--- src/rtl/paint_scanner.sv ---
// paint_scanner: raster coordinate generator for layered painters; resolves per-pixel
// layer priority and writes pixels through a skid FIFO. Optional macro PAINT_SCANNER_HITCNT_EN adds hit_count.
module paint_scanner #(
  parameter int          H_RES      = 640,
  parameter int          V_RES      = 480,
  parameter int          LATENCY    = 3,
  parameter int          NUM_LAYERS = 4,
  parameter int          FIFO_DEPTH = 8,
  parameter logic [15:0] BG_COLOR   = 16'h0000
) (
  input  logic                         clk,
  input  logic                         rst,
  input  logic                         start,
  output logic                         new_frame,
  output logic signed [15:0]           paint_x,
  output logic signed [15:0]           paint_y,
  input  logic [NUM_LAYERS-1:0]        layer_enable,
  input  logic [NUM_LAYERS*16-1:0]     layer_color,
  output logic                         fb_wr_valid,
  input  logic                         fb_wr_ready,
  output logic [18:0]                  fb_wr_addr,
  output logic [15:0]                  fb_wr_data,
  output logic                         busy,
  output logic                         frame_done
`ifdef PAINT_SCANNER_HITCNT_EN
  ,
  output logic [18:0]                  hit_count
`endif
);

  localparam int PW = (FIFO_DEPTH > 1) ? $clog2(FIFO_DEPTH) : 1;
  localparam int CW = $clog2(FIFO_DEPTH + 1);

  localparam logic [1:0] S_IDLE   = 2'd0;
  localparam logic [1:0] S_FSTART = 2'd1;
  localparam logic [1:0] S_SCAN   = 2'd2;
  localparam logic [1:0] S_DRAIN  = 2'd3;

  logic [1:0]  state;
  logic [15:0] x_cnt;
  logic [15:0] y_cnt;
  logic [18:0] addr_cnt;

  logic        pipe_vld  [LATENCY];
  logic [18:0] pipe_addr [LATENCY];
  logic [31:0] inflight;

  logic [34:0]   fifo_mem [FIFO_DEPTH];
  logic [PW-1:0] wr_ptr;
  logic [PW-1:0] rd_ptr;
  logic [CW-1:0] fifo_count;

  logic        issue;
  logic        last_xy;
  logic        drained;
  logic        push;
  logic        pop;
  logic [15:0] res_color;

  always_comb begin
    inflight = 32'd0;
    for (int i = 0; i < LATENCY; i++) begin
      inflight = inflight + 32'(pipe_vld[i]);
    end
  end

  // Coordinates in flight already own a FIFO slot, so the sum can never exceed the depth.
  assign issue   = (state == S_SCAN) && ((32'(fifo_count) + inflight) < 32'(FIFO_DEPTH));
  assign last_xy = (x_cnt == 16'(H_RES - 1)) && (y_cnt == 16'(V_RES - 1));
  assign drained = (inflight == 32'd0) && (fifo_count == '0);

  assign new_frame  = (state == S_FSTART);
  assign busy       = (state != S_IDLE);
  assign frame_done = (state == S_DRAIN) && drained;
  assign paint_x    = issue ? $signed(x_cnt) : -16'sd1;
  assign paint_y    = issue ? $signed(y_cnt) : -16'sd1;

  always_ff @(posedge clk or posedge rst) begin
    if (rst) begin
      state    <= S_IDLE;
      x_cnt    <= '0;
      y_cnt    <= '0;
      addr_cnt <= '0;
    end else begin
      case (state)
        S_IDLE: if (start) state <= S_FSTART;
        S_FSTART: begin
          state    <= S_SCAN;
          x_cnt    <= '0;
          y_cnt    <= '0;
          addr_cnt <= '0;
        end
        S_SCAN: if (issue) begin
          addr_cnt <= addr_cnt + 19'd1;
          if (last_xy) begin
            state <= S_DRAIN;
          end else if (x_cnt == 16'(H_RES - 1)) begin
            x_cnt <= '0;
            y_cnt <= y_cnt + 16'd1;
          end else begin
            x_cnt <= x_cnt + 16'd1;
          end
        end
        S_DRAIN: if (drained) state <= S_IDLE;
        default: state <= S_IDLE;
      endcase
    end
  end

  // Stage LATENCY-1 lines up with the layer answers for its coordinate.
  always_ff @(posedge clk or posedge rst) begin
    if (rst) begin
      for (int i = 0; i < LATENCY; i++) begin
        pipe_vld[i]  <= 1'b0;
        pipe_addr[i] <= '0;
      end
    end else begin
      pipe_vld[0]  <= issue;
      pipe_addr[0] <= addr_cnt;
      for (int i = 1; i < LATENCY; i++) begin
        pipe_vld[i]  <= pipe_vld[i-1];
        pipe_addr[i] <= pipe_addr[i-1];
      end
    end
  end

  // Lowest-index enabled layer wins; the loop runs high to low so it overwrites last.
  always_comb begin
    res_color = BG_COLOR;
    for (int i = NUM_LAYERS - 1; i >= 0; i--) begin
      if (layer_enable[i]) res_color = layer_color[16*i +: 16];
    end
  end

  // Write port: fb_wr_valid/addr/data form one transfer that completes on a cycle with
  // fb_wr_valid && fb_wr_ready; until then the head entry stays put.
  assign push        = pipe_vld[LATENCY-1];
  assign pop         = fb_wr_valid && fb_wr_ready;
  assign fb_wr_valid = (fifo_count != '0);
  assign {fb_wr_addr, fb_wr_data} = fb_wr_valid ? fifo_mem[rd_ptr] : 35'd0;

  always_ff @(posedge clk) begin
    if (push) fifo_mem[wr_ptr] <= {pipe_addr[LATENCY-1], res_color};
  end

  always_ff @(posedge clk or posedge rst) begin
    if (rst) begin
      wr_ptr     <= '0;
      rd_ptr     <= '0;
      fifo_count <= '0;
    end else begin
      if (push) wr_ptr <= (wr_ptr == PW'(FIFO_DEPTH - 1)) ? '0 : wr_ptr + 1'b1;
      if (pop)  rd_ptr <= (rd_ptr == PW'(FIFO_DEPTH - 1)) ? '0 : rd_ptr + 1'b1;
      case ({push, pop})
        2'b10:   fifo_count <= fifo_count + 1'b1;
        2'b01:   fifo_count <= fifo_count - 1'b1;
        default: fifo_count <= fifo_count;
      endcase
    end
  end

`ifdef PAINT_SCANNER_HITCNT_EN
  logic [18:0] hit_acc;
  logic [18:0] hit_q;

  always_ff @(posedge clk or posedge rst) begin
    if (rst) begin
      hit_acc <= '0;
      hit_q   <= '0;
    end else begin
      if (state == S_FSTART)          hit_acc <= '0;
      else if (push && |layer_enable) hit_acc <= hit_acc + 19'd1;
      if (frame_done) hit_q <= hit_acc;
    end
  end

  // The frame total is presented during the frame_done cycle and held afterwards.
  assign hit_count = frame_done ? hit_acc : hit_q;
`endif

endmodule
--- config.mk ---
export PLATFORM = sky130hd
export DESIGN_NAME = paint_scanner
export DESIGN_NICKNAME = d
export VERILOG_FILES = /design/src/rtl/paint_scanner.sv
export SDC_FILE = /design/constraint.sdc
export NUM_CORES = 1
export LEC_CHECK = 0
export ABC_AREA = 1
export CORE_MARGIN = 3
export CORE_UTILIZATION = 55
export DETAILED_ROUTE_END_ITERATION = 7
export PLACE_DENSITY = 0.86
export SKIP_LAST_GASP = 1
export SLEW_MARGIN = 0
export SYNTH_ARGS = -nofsm -noshare
export SYNTH_HDL_FRONTEND = slang
export SYNTH_SLANG_ARGS = --single-unit
--- constraint.sdc ---
create_clock -name clk -period 5.1 [get_ports clk]
set_input_delay 1.02 -clock clk [delete_from_list [all_inputs] [get_ports clk]]
set_output_delay 1.02 -clock clk [all_outputs]
set_load 0.01 [all_outputs]
==> out/metrics.yaml <==
grt:
  grt_pass1_wl_um: 67200
  grt.total_usage_pct: 24.9
  antenna_found_initial: 0
  grt_max_degree: 124
  grt_pass1_vias: 13100
  overflow: 0
sta:
  fin_skew_ns: 0.0224
  tns_ns: 0
  clock.fmax_mhz: 215
  post-route-min-period_ns: 4.65
  finalHoldViolCount: 0
  rsz0062_at_grt: "no"
  slew_headroom_pct: 17.5
  setup_viol_count_final: 0
  max_slew.worst_pin.slew_ns: 1.24
  post-route-period-util_pct: 91.1
  finalMaxSlewViolations: 0
detailed_routing:
  drt_iter0_markers: 1410
  vias: 13100
  routed_wl_um: 42300
  drc: 0
  postRouteAntennaNets: 0
  wl_per_cell_um: 18.9
  post_drt_via_cell_ratio: 5.85
  firstDrtPassIters: 6
final_layout:
  register_area_mm2: 0.0115
  fin_util_pct: 66.6
  num-fill-cells: 2157
  finalNonFillerCells: 2244
  nNetsFinal: 1907
  area_delta_synth_final_pct: 17.8
  multiInputGateArea_mm2: 0.00535
  num_antenna_cells: 0
  drive_above_1_share_pct: 6.49
setup_path:
  crit_start: "rd_ptr[0]"
  crit_required_ns: 4.08
  arrival_ns: 3.63
  worstPathCellList: "buf_4, o21ai_0, o21ai_0, o21ai_0, nor2_1, clkdlybuf4s50_1"
  r2r_slack_ns: 1.82
  ff2ff_path_depth: 10
  crit_end: "fb_wr_addr[8]"
  crit_family: "buffers and inverters"
  path_buf_inv: 2
  critical_path_cell_count: 6
  worstReg2RegEnd: "y_cnt[13]"
  critPathKind: "reg -> out"
  crit_path_start_kind: "flip-flop"
  crit_fanout: 102
  max_stage_delay_ns: 0.85
  r2r_start: "state[0]"
  slowest_stage: "buf_4"
  worst_path_most_repeated_cell: "o21ai_0"
  cp-end-kind: "output port"
die:
  start_util_pct: 56.5
  die_y_um: 184
  coreArea_mm2: 0.0309
  ioPinCount: 143
  row_count: 64
  die_area_mm2: 0.0339
  die_x_um: 184
flow_run:
  cap_violations: 0
synth:
  syn_nets: 1792
  ys_top_cells_by_count: "410 x nor2_1, 280 x edfxtp_1, 264 x nand2_1"
  avgSynthCellArea_um2: 10.3
  synth_fa_ha_area_share_pct: 1.38
  yosysSeqAreaShare_pct: 65.8
  post-synth-top-count-cell: "nor2_1"
  yosys_warnings: 0
  synth_xor_area_share_pct: 0.602
  synth_area_leaders: "edfxtp_1 48%, dfrtp_1 18%, nor2_1 8.8%"
  yosys.area.top_type: "edfxtp_1"
  synth_mux_area_share_pct: 0
  synthSimpleGateAreaFrac_pct: 18.4
  ys.flop_type: "edfxtp_1"
  synth_compound_area_share_pct: 9.86
  synth_cell_types: 34
  synth_top_family_by_area: "simple AND/OR/NAND/NOR gates"
  syn-cell-area_mm2: 0.0175
  synth-edff-count: 280
  ys_ff_latch: 403
  yosysTopAreaCellShare_pct: 48.1
  postSynth.asyncResetShare_pct: 30.5
  syn_inst: 1702
clocking:
  htreeDepth: 2
  cts_resized: 0
  cts.sinks: 403
  cts_max_path_buffers: 3
  cts-root-buf: "clkbuf_16"
  post-cts-setup-buffer-count: 0
  cts_tree: "built"
  clk_pin_slew_worst_paths_ns: 0.06
  worst_skew_pair.late_latency_ns: 0.55
  hold_buffers: 0
  numCtsBuffers: 40
power:
  peakVddDrop_v: 0.000387
  pwr_density_cell_mw_per_mm2: 539
  power_leakage_nw: 7.92
  p_total_mw: 11.1
placement:
  post-place-cells: 2171
  portBuffers: 142
  place.gp.congestion: 0.960
  dpl.hpwl_um: 24400
min_path:
  hold_path_class: "reg -> reg"
status:
  status: "complete, no violations"
-- worst min-delay path by stage --
stage | start | end | slack, ns | cells after the start
after global placement | pipe_addr[44] | pipe_addr[25] | 0.33 | 0
final | pipe_addr[45] | pipe_addr[26] | 0.34 | 0
after CTS | pipe_addr[45] | pipe_addr[26] | 0.35 | 0
after floorplan | pipe_addr[19] | pipe_addr[0] | 0.33 | 0
after detailed placement | pipe_addr[37] | pipe_addr[18] | 0.33 | 0
after global routing | pipe_addr[50] | pipe_addr[31] | 0.35 | 0
-- through the flow --
step | worst slack, ns | cell area [um^2] | hold WS (ns)
6_report | 0.452 | 20600 | 0.338
2_1_floorplan | 0.809 | 17500 | 0.331
5_1_grt | 0.163 | 20600 | 0.354
3_3_place_gp | 1.22 | 19200 | 0.331
3_5_place_dp | 1.06 | 19200 | 0.335
4_1_cts | 0.482 | 20600 | 0.347
-- where the power goes --
part,leakage (nW),switching [mW],internal (mW)
logic,2.96,2.36,1.55
registers,4.30,0.339,3.84
clock network,0.658,1.23,1.79
total,7.92,3.92,7.18
-- cells by family (layout without fill, tap and decap cells) --
kind of cell,after synthesis,count (layout)
AND/OR/NAND/NOR,796,796
flip-flops,403,403
AO/OA/AOI/OAI,307,307
buffers and inverters,166,312
adder cells (fa/ha/maj),18,18
XOR/XNOR,12,12
-- sequential cells by signal, indices dropped and copies added (netlist names) --
| signal | cells |
|---|---|
| push | 1 |
| addr_cnt | 19 |
| state | 2 |
| fifo_mem | 280 |
| y_cnt | 16 |
| pipe_addr | 57 |
| wr_ptr | 3 |
| fifo_count | 4 |
| x_cnt | 16 |
| pipe_vld | 2 |
| rd_ptr | 3 |
-- per-layer routing --
layer  vias up  share of wire, %  global-route usage (%)
li1       6031                 -                       -
met1      6299                38                    32.0
met2       693                52                    43.0
met3       106               8.0                    3.61
met4         0               2.9                    10.2
met5         -                 0                       0
-- cell usage in the layout (no fill, tap or decap), drive strengths merged --
master         synthesis  final
a21o                  16     16
a21oi                 51     51
buf                   35     19
bufinv                 0      6
clkbuf                53     49
clkdlybuf4s50          0    142
clkinv                 0     15
clkinvlp               0      2
dfrtp                123    123
edfxtp               280    280
fa                     2      2
ha                    16     16
inv                   78     79
nand2                273    273
nand3                 63     63
nand3b                 3      3
nand4                 16     16
nor2                 416    416
nor3                  15     15
nor3b                  2      2
o21a                   1      1
o21ai                204    204
o32ai                 35     35
or2                    8      8
xnor2                  2      2
xor2                  10     10
-- area by class of cell --
cell class,count,share of cell area [%]
Multi-Input combinational cell,1133,26.0
Timing Repair Buffer,161,7.72
Tap cell,396,2.41
Sequential cell,403,55.9
Clock buffer,49,5.13
Clock inverter,24,1.44
Inverter,78,1.44
(Power assumes the default switching activity.)
